**src/rtl/pipe_pkg.sv**
```systemverilog
// Shared types and constants for the pipeline stage registers.
package pipe_pkg;

    localparam logic [31:0] NOP = 32'h0000_0000;  // sll $0,$0,0
    localparam int REG_IDX_W = 5;

    typedef struct packed {
        logic       RegWrite;
        logic       MemtoReg;
        logic       MemWrite;
        logic       ALUSrc;
        logic       RegDst;
        logic [2:0] ALUControl;
    } ctrl_t;

    localparam ctrl_t CTRL_BUBBLE = '0;

endpackage

```
**src/rtl/pipe_reg_en_clr.sv**
```systemverilog
// Generic register: async reset, synchronous clear (wins over enable), enable.
module pipe_reg_en_clr #(
    parameter int             W       = 32,
    parameter logic [W-1:0]   RST_VAL = '0,
    parameter logic [W-1:0]   CLR_VAL = '0
) (
    input  logic         clk,
    input  logic         reset,
    input  logic         en,
    input  logic         clr,
    input  logic [W-1:0] d,
    output logic [W-1:0] q
);

    always_ff @(posedge clk or posedge reset) begin
        if (reset)      q <= RST_VAL;
        else if (clr)   q <= CLR_VAL;
        else if (en)    q <= d;
    end

endmodule

```
**src/rtl/pipe_stage_regs.sv**
```systemverilog
// PC, IF/ID and ID/EX registers of the 5-stage MIPS core under hazard control.
// Optional perf counters (StallCnt, FlushCnt, RetireE) under PIPE_PERF_CNT_EN.
module pipe_stage_regs
    import pipe_pkg::*;
#(
    parameter logic [31:0] RESET_PC  = 32'h0000_0000,
    parameter logic [31:0] NOP_INSTR = pipe_pkg::NOP
`ifdef PIPE_PERF_CNT_EN
    ,parameter int         CNT_W     = 32
`endif
) (
    input  logic                 clk,
    input  logic                 reset,
    input  logic                 StallF,
    input  logic                 StallD,
    input  logic                 FlushE,
    input  logic                 PCSrcD,
    input  logic [31:0]          PCBranchD,
    input  logic [31:0]          InstrF,
    input  logic                 RegWriteD,
    input  logic                 MemtoRegD,
    input  logic                 MemWriteD,
    input  logic                 ALUSrcD,
    input  logic                 RegDstD,
    input  logic [2:0]           ALUControlD,
    input  logic [REG_IDX_W-1:0] RsD,
    input  logic [REG_IDX_W-1:0] RtD,
    input  logic [REG_IDX_W-1:0] RdD,
    input  logic [31:0]          RD1D,
    input  logic [31:0]          RD2D,
    input  logic [31:0]          SignImmD,
    output logic [31:0]          PCF,
    output logic [31:0]          InstrD,
    output logic [31:0]          PCPlus4D,
    output logic                 ValidD,
    output logic                 ValidE,
    output logic                 RegWriteE,
    output logic                 MemtoRegE,
    output logic                 MemWriteE,
    output logic                 ALUSrcE,
    output logic                 RegDstE,
    output logic [2:0]           ALUControlE,
    output logic [REG_IDX_W-1:0] RsE,
    output logic [REG_IDX_W-1:0] RtE,
    output logic [REG_IDX_W-1:0] RdE,
    output logic [31:0]          RD1E,
    output logic [31:0]          RD2E,
    output logic [31:0]          SignImmE
`ifdef PIPE_PERF_CNT_EN
    ,output logic [CNT_W-1:0]    StallCnt
    ,output logic [CNT_W-1:0]    FlushCnt
    ,output logic [CNT_W-1:0]    RetireE
`endif
);

    localparam int IFID_W = 32 + 32 + 1;
    localparam int EX_W   = $bits(ctrl_t) + 3 * REG_IDX_W + 3 * 32 + 1;

    logic        redirect;
    logic        holdF;
    logic [31:0] pcPlus4F;
    logic [31:0] pcNext;
    ctrl_t       ctrlD;
    ctrl_t       ctrlE;
    logic [EX_W-1:0] exD;
    logic [EX_W-1:0] exQ;

    // A branch seen while Decode is stalled is dropped; it re-resolves next cycle.
    assign redirect = PCSrcD & ~StallD;
    // StallD without StallF is illegal; fetch holds so the stalled slot is not lost.
    assign holdF    = StallF | StallD;
    assign pcPlus4F = PCF + 32'd4;
    assign pcNext   = redirect ? PCBranchD : pcPlus4F;

    pipe_reg_en_clr #(.W(32), .RST_VAL(RESET_PC), .CLR_VAL(RESET_PC)) pcReg (
        .clk(clk), .reset(reset), .en(~holdF), .clr(1'b0), .d(pcNext), .q(PCF)
    );

    pipe_reg_en_clr #(
        .W(IFID_W),
        .RST_VAL({NOP_INSTR, 32'h0, 1'b0}),
        .CLR_VAL({NOP_INSTR, 32'h0, 1'b0})
    ) ifIdReg (
        .clk(clk), .reset(reset), .en(~StallD), .clr(redirect),
        .d({InstrF, pcPlus4F, 1'b1}),
        .q({InstrD, PCPlus4D, ValidD})
    );

    assign ctrlD = '{RegWrite: RegWriteD, MemtoReg: MemtoRegD, MemWrite: MemWriteD,
                     ALUSrc: ALUSrcD, RegDst: RegDstD, ALUControl: ALUControlD};
    assign exD   = {ctrlD, RsD, RtD, RdD, RD1D, RD2D, SignImmD, ValidD};

    pipe_reg_en_clr #(
        .W(EX_W),
        .RST_VAL('0),
        .CLR_VAL({CTRL_BUBBLE, {(EX_W - $bits(ctrl_t)){1'b0}}})
    ) idExReg (
        .clk(clk), .reset(reset), .en(1'b1), .clr(FlushE), .d(exD), .q(exQ)
    );

    assign {ctrlE, RsE, RtE, RdE, RD1E, RD2E, SignImmE, ValidE} = exQ;
    assign RegWriteE   = ctrlE.RegWrite;
    assign MemtoRegE   = ctrlE.MemtoReg;
    assign MemWriteE   = ctrlE.MemWrite;
    assign ALUSrcE     = ctrlE.ALUSrc;
    assign RegDstE     = ctrlE.RegDst;
    assign ALUControlE = ctrlE.ALUControl;

`ifdef PIPE_PERF_CNT_EN
    localparam logic [CNT_W-1:0] CNT_ONE = {{(CNT_W-1){1'b0}}, 1'b1};

    // Saturating counters; a flush and a redirect in one cycle count once.
    always_ff @(posedge clk or posedge reset) begin
        if (reset) begin
            StallCnt <= '0;
            FlushCnt <= '0;
            RetireE  <= '0;
        end else begin
            if (StallD && StallCnt != '1)               StallCnt <= StallCnt + CNT_ONE;
            if ((FlushE || redirect) && FlushCnt != '1) FlushCnt <= FlushCnt + CNT_ONE;
            if (ValidE && RetireE != '1)                RetireE  <= RetireE + CNT_ONE;
        end
    end
`endif

    illegalStall: assert property (@(posedge clk) disable iff (reset) !(StallD && !StallF));

endmodule

```
**config.mk**
```make
export PLATFORM = sky130hd
export DESIGN_NAME = pipe_stage_regs
export DESIGN_NICKNAME = d
export VERILOG_FILES = /design/src/rtl/pipe_pkg.sv /design/src/rtl/pipe_reg_en_clr.sv /design/src/rtl/pipe_stage_regs.sv
export SDC_FILE = /design/constraint.sdc
export NUM_CORES = 1
export LEC_CHECK = 0
export CAP_MARGIN = 25
export CORE_AREA = 2 2 144 181
export CTS_CLUSTER_DIAMETER = 50
export CTS_CLUSTER_SIZE = 28
export DETAILED_ROUTE_END_ITERATION = 6
export DIE_AREA = 0 0 146 183
export PLACE_DENSITY_LB_ADDON = 0.15
export SYNTH_ARGS = -nofsm -noshare
export SYNTH_HDL_FRONTEND = slang
export SYNTH_SLANG_ARGS = --single-unit
```
**constraint.sdc**
```tcl
create_clock -name clk -period 19.1 [get_ports clk]
set_input_delay 5.73 -clock clk [delete_from_list [all_inputs] [get_ports clk]]
set_output_delay 5.73 -clock clk [all_outputs]
set_load 0.01 [all_outputs]
```
After elaboration in Yosys (flattened, before gate mapping)

Index checks and enable logic that the tools add are counted.

Equal/unequal tests: 1
Bitwise logic cells: 3
Mux-type cells: 4
Add/sub/neg operators: 1

Operators by type and width:

| kind                                                  | count |
|---|---|
| two-way mux 65 bit                                    | 2 |
| two-way mux 120 bit                                   | 1 |
| adder 32 x 3 -> 32 bit, second input constant         | 1 |
| two-way mux 32 bit                                    | 1 |
| inequality test 2 x 1 -> 1 bit, second input constant | 1 |
| bitwise AND 1 bit                                     | 1 |
| inverter 1 bit                                        | 1 |
| bitwise OR 1 bit                                      | 1 |

Logic and storage cells: 12
Bits of input ports: 189
Output and inout bits: 217
Register bits: 217

Longest topological paths before layout

Depth after elaboration: 3
Mapped depth: 7
Mapped depth without buffers: 5

Hierarchy

From an unflattened synthesis, not the netlist that was laid out.

Cell total of the unflattened synthesis: 892
Area, all modules: 10070.9 µm²

By module, submodules not included:

| module                     | area an instance (µm²) | times used | cells each | sequential area each (µm²) |
|---|---|---|---|---|
| pipe_reg_en_clr at idExReg | 4951.0                 | 1          | 388        | 3002.9 |
| pipe_reg_en_clr at ifIdReg | 2671.3                 | 1          | 210        | 1626.6 |
| pipe_reg_en_clr at pcReg   | 1327.5                 | 1          | 104        | 800.8 |
| pipe_stage_regs            | 1121.1                 | 1          | 190        | 0.0 |

Worst setup path after synthesis

No wires, ideal clock.

Path type: input -> register
From: input PCSrcD
To: register ifIdReg.q[22]
Path buffers: 3
Data arrival time: 7.048 ns
Cell stages on the path: 6
Data required time: 19.031 ns
Path slack: 11.983 ns
Cell sequence: clkbuf_1 nor2_1 clkbuf_1 buf_1 o211ai_1 nand3_1

Longest elaborated chain between the ends: 2

Ends and longest elaborated chain:

| item                                                                                  | RTL line              | source |
|---|---|---|
| from (decl)                                                                           | pipe_stage_regs.sv:17 | `input logic PCSrcD,` |
| bitwise AND 1 bit *                                                                   | pipe_stage_regs.sv:69 | `assign redirect = PCSrcD & ~StallD;` |
| inequality test 2 x 1 -> 1 bit (no line) / two-way mux 65 bit (equally long branches) | --                    |  |
| to (signal assigned)                                                                  | pipe_reg_en_clr.sv:16 | `if (reset) q <= RST_VAL;` |
| to (signal assigned)                                                                  | pipe_reg_en_clr.sv:17 | `else if (clr) q <= CLR_VAL;` |
| to (signal assigned)                                                                  | pipe_reg_en_clr.sv:18 | `else if (en) q <= d;` |
| to (decl)                                                                             | pipe_reg_en_clr.sv:12 | `output logic [W-1:0] q` |

Every way passes the cells marked *; elsewhere a longest branch is shown, timed or not.
A chain may end at the register's enable or synchronous reset.

Worst setup path after layout

From: input PCSrcD
To: register pcReg.q[31]

Longest elaborated chain between the ends: 2

Ends and longest elaborated chain:

| item                 | RTL line              | source |
|---|---|---|
| bitwise AND 1 bit    | pipe_stage_regs.sv:69 |  |
| two-way mux 32 bit   | pipe_stage_regs.sv:73 | `assign pcNext = redirect ? PCBranchD : pcPlus4F;` |
| to (signal assigned) | pipe_reg_en_clr.sv:16 |  |
| to (signal assigned) | pipe_reg_en_clr.sv:17 |  |
| to (signal assigned) | pipe_reg_en_clr.sv:18 |  |
| to (decl)            | pipe_reg_en_clr.sv:12 |  |

No other way between the ends.

==> impl_metrics.yaml <==
status:
  status: "finished, final reports clean"
die:
  fp.dieH_um: 183
  start_util_pct: 34.6
  rows: 65
  dieArea_mm2: 0.0267
  coreArea_mm2: 0.0250
  ios: 406
  die_w_um: 146
yosys:
  yosys_most_used_dff: "dfrtp_1"
  ys_types: 54
  syn_avg_cell_area_um2: 11.5
  async_flop_share_pct: 100
  synth_fa_ha_area_share_pct: 0.144
  synth-edff-count: 0
  synth_compound_area_share_pct: 11.3
  ys_ff_latch: 217
  synthXorXnorAreaFrac_pct: 1.31
  synth_top_family_by_area: "simple AND/OR/NAND/NOR gates"
  postSynthCellCount: 752
  synth_fp_nets: 942
  ys_warn_count: 0
  synth.mux.area_fraction_pct: 1.53
  syn_area_mm2: 0.00867
  yosysSeqAreaShare_pct: 62.6
  synth_simple_gate_area_share_pct: 19.9
clock_tree:
  numCtsBuffers: 25
  cts_setup_buffers: 0
  htree_levels: 1
  cts_tree: "yes"
  clock_sinks: 217
  clk_latency_ns: 0.54
  cts_hold_buffers: 0
  ctsLongestPathBuffers: 3
  cts_root_buf: "clkbuf_16"
  cts_resized: 0
  clk_pin_slew_ns: 0.08
setup_path:
  crit_start: "PCSrcD"
  path_class: "input port to register"
  cp_cell_sequence: "clkdlybuf4s50_1 > buf_4 > clkinv_1 > nor2_1 > a221oi_1 > o211ai_1"
  max_stage_delay_ns: 0.92
  cp.required_ns: 19.55
  critPathCaptureType: "register"
  reg2reg_depth: 4
  r2r-start: "pcReg.q[5]"
  startpoint_type: "input port"
  crit_fanout: 36
  crit_slowest_cell: "nor2_1"
  cp.arrival_ns: 8.63
placed_design:
  hpwl_um: 19800
  place_area_mm2: 0.0130
  numPortBuffers: 405
  gp_congestion: 0.822
global_routing:
  grt.overflow.total: 0
  grt_antenna_before_repair: 1
  grt_max_degree: 147
  grt_pass1_wl_um: 43700
  grt_pass1_vias: 7567
  grtUsageTotal_pct: 20.7
routing:
  routed_wl_um: 28200
  via_per_inst: 4.88
  vias: 7253
  drt-pass1-iter-count: 6
  ant_nets: 0
  drc: 0
  drt-initial-drc-count: 410
  routedWlPerCell_um: 18.9
layout:
  post-route-util_pct: 55.6
  finish.instance_area_mm2: 0.0139
  seq_area_mm2: 0.00543
  final_cell_mix: "403 x clkdlybuf4s50_1, 217 x dfrtp_1, 120 x nor2b_1, 62 x nand2_1, 36 x a22o_1"
  fillCellCount: 2265
  multiInputGateArea_mm2: 0.00297
  fin_nets: 1323
  drive_gt1_share_pct: 5.99
  layout_commonest_cell: "clkdlybuf4s50_1"
  syn2layout_area_growth_pct: 60.7
  antennaDiodeCount: 0
sta:
  finalSetupViolCount: 0
  finClkSkew_ns: 0.0286
  finalCriticalPeriod_ns: 8.17
  fin_crit_sh_pct: 42.8
  max_slew_margin_pct: 31.5
  tns_ns: 0
  max_slew.worst_pin.slew_ns: 1.02
  rsz0062_at_grt: "no"
  maxSlewViolCount: 0
  hold_viol: 0
  max_freq_mhz: 122
power:
  switching_share_pct: 29.0
  intPower_mw: 0.891
  ir_worst_vdd_uv: 63.3
  powerDensity_mw_per_mm2: 90.0
  combPwrFrac_pct: 17.4
  p_total_mw: 1.25
  p_seq_share_pct: 42.4
  p_switching_mw: 0.364
  p_leak_nw: 5.81
  clock_power_share_pct: 40.2
hold_path:
  hold_path.startpoint: "ifIdReg.q[5]"
  hold_class: "register to register"
  whs_path_depth: 2
run:
  drv_cap: 0
[routing by layer]
metal	vias to the layer above	wire length (um)	share of wire, %	global-route usage, %
met3	45	3280	12	9.38
met5	-	7	0.025	0
met4	2	699	2.5	6.17
li1	3405	-	-	-
met1	3467	10200	36	23.2
met2	334	13900	50	35.5
[worst max-delay path, delay by kind of cell]
kind	cells	cell delay, ns
buffers and inverters	3	1.63
and+or+nand+nor	1	0.92
AOI/OAI and AO/OA	2	0.33
[Yosys cell counts, types with 2 or more instances]
| master | instances | area, um2 |
|---|---|---|
| nand2_1 | 62 | 233 |
| a211o_1 | 6 | 52.6 |
| or4_1 | 7 | 52.6 |
| a311oi_1 | 3 | 26.3 |
| nand4_1 | 13 | 81.3 |
| a221oi_1 | 2 | 17.5 |
| nand3_1 | 20 | 100 |
| clkbuf_1 | 42 | 158 |
| a22o_1 | 36 | 315 |
| xnor2_1 | 10 | 87.6 |
| nor4_1 | 10 | 62.6 |
| o31ai_1 | 6 | 45.0 |
| inv_1 | 7 | 26.3 |
| o211ai_1 | 6 | 45.0 |
| o311ai_0 | 2 | 17.5 |
| mux2i_1 | 11 | 110 |
| nor2b_1 | 120 | 751 |
| and2_1 | 5 | 31.3 |
| a211oi_1 | 4 | 30.0 |
| nand4_2 | 2 | 25.0 |
| a22oi_1 | 4 | 30.0 |
| o21ai_0 | 14 | 70.1 |
| nor2_1 | 21 | 78.8 |
| a221o_1 | 6 | 60.1 |
| and3_1 | 10 | 62.6 |
| mux2_2 | 2 | 22.5 |
| xor2_1 | 3 | 26.3 |
| or3_1 | 4 | 25.0 |
| buf_2 | 12 | 60.1 |
| a21oi_1 | 22 | 110 |
| o22ai_1 | 16 | 100 |
| buf_1 | 4 | 15.0 |
| a311o_1 | 2 | 20.0 |
| nor3_1 | 18 | 90.1 |
| and4_1 | 4 | 35.0 |
| dfrtp_1 | 217 | 5430 |
| or2_2 | 2 | 12.5 |
[power by group through the flow]
stage | clock network (mW) | logic [mW] | registers [mW]
global placement | 0 | 0.217 | 0.538
CTS | 0.520 | 0.221 | 0.532
finish | 0.504 | 0.219 | 0.532
detailed placement | 0 | 0.220 | 0.540
floorplan | 0 | 0.0779 | 0.543
global route | 0.538 | 0.238 | 0.538
[cell families (layout without fill, tap and decap cells)]
kind of cell / count (synthesis) / in the layout
AND/OR/NAND/NOR: 306 / 306
flip-flops: 217 / 217
AO/OA/AOI/OAI: 134 / 134
buffers and inverters: 68 / 468
XOR/XNOR: 13 / 13
multiplexers: 13 / 13
adder cells (fa/ha/maj): 1 / 1
[worst paths after layout]
| check | endpoint | slack, ns |
|---|---|---|
| max | pcReg.q[31] | 10.93 |
| max reg2reg | ifIdReg.q[32] | 16.53 |
| max in group asynchronous | pcReg.q[18] | 12.58 |
| min | ifIdReg.q[5] | 0.48 |
| min in group asynchronous | idExReg.q[29] | 5.58 |
| min reg2reg | ifIdReg.q[5] | 0.48 |
[cell type report]
| cell class | count | share of cell area, % |
|---|---|---|
| Inverter | 8 | 0.269 |
| Timing Repair Buffer | 414 | 30.0 |
| Clock buffer | 26 | 4.59 |
| Tap cell | 335 | 3.01 |
| Multi-Input combinational cell | 467 | 21.3 |
| Sequential cell | 217 | 39.0 |
| Clock inverter | 20 | 1.87 |
[flip-flops by register name (all words and copies together), names as in the netlist]
name,cells
idExReg.q,120
pcReg.q,32
ifIdReg.q,65
[per-stage QoR]
step	hold WS [ns]	setup slack (ns)	instances
after floorplan	0.518	7.43	752
after global placement	0.467	10.51	1438
after detailed placement	0.470	10.40	1439
after CTS	0.487	10.94	1485
after global routing	0.522	10.72	1487
final	0.482	10.93	1487
(Power assumes the default switching activity.)
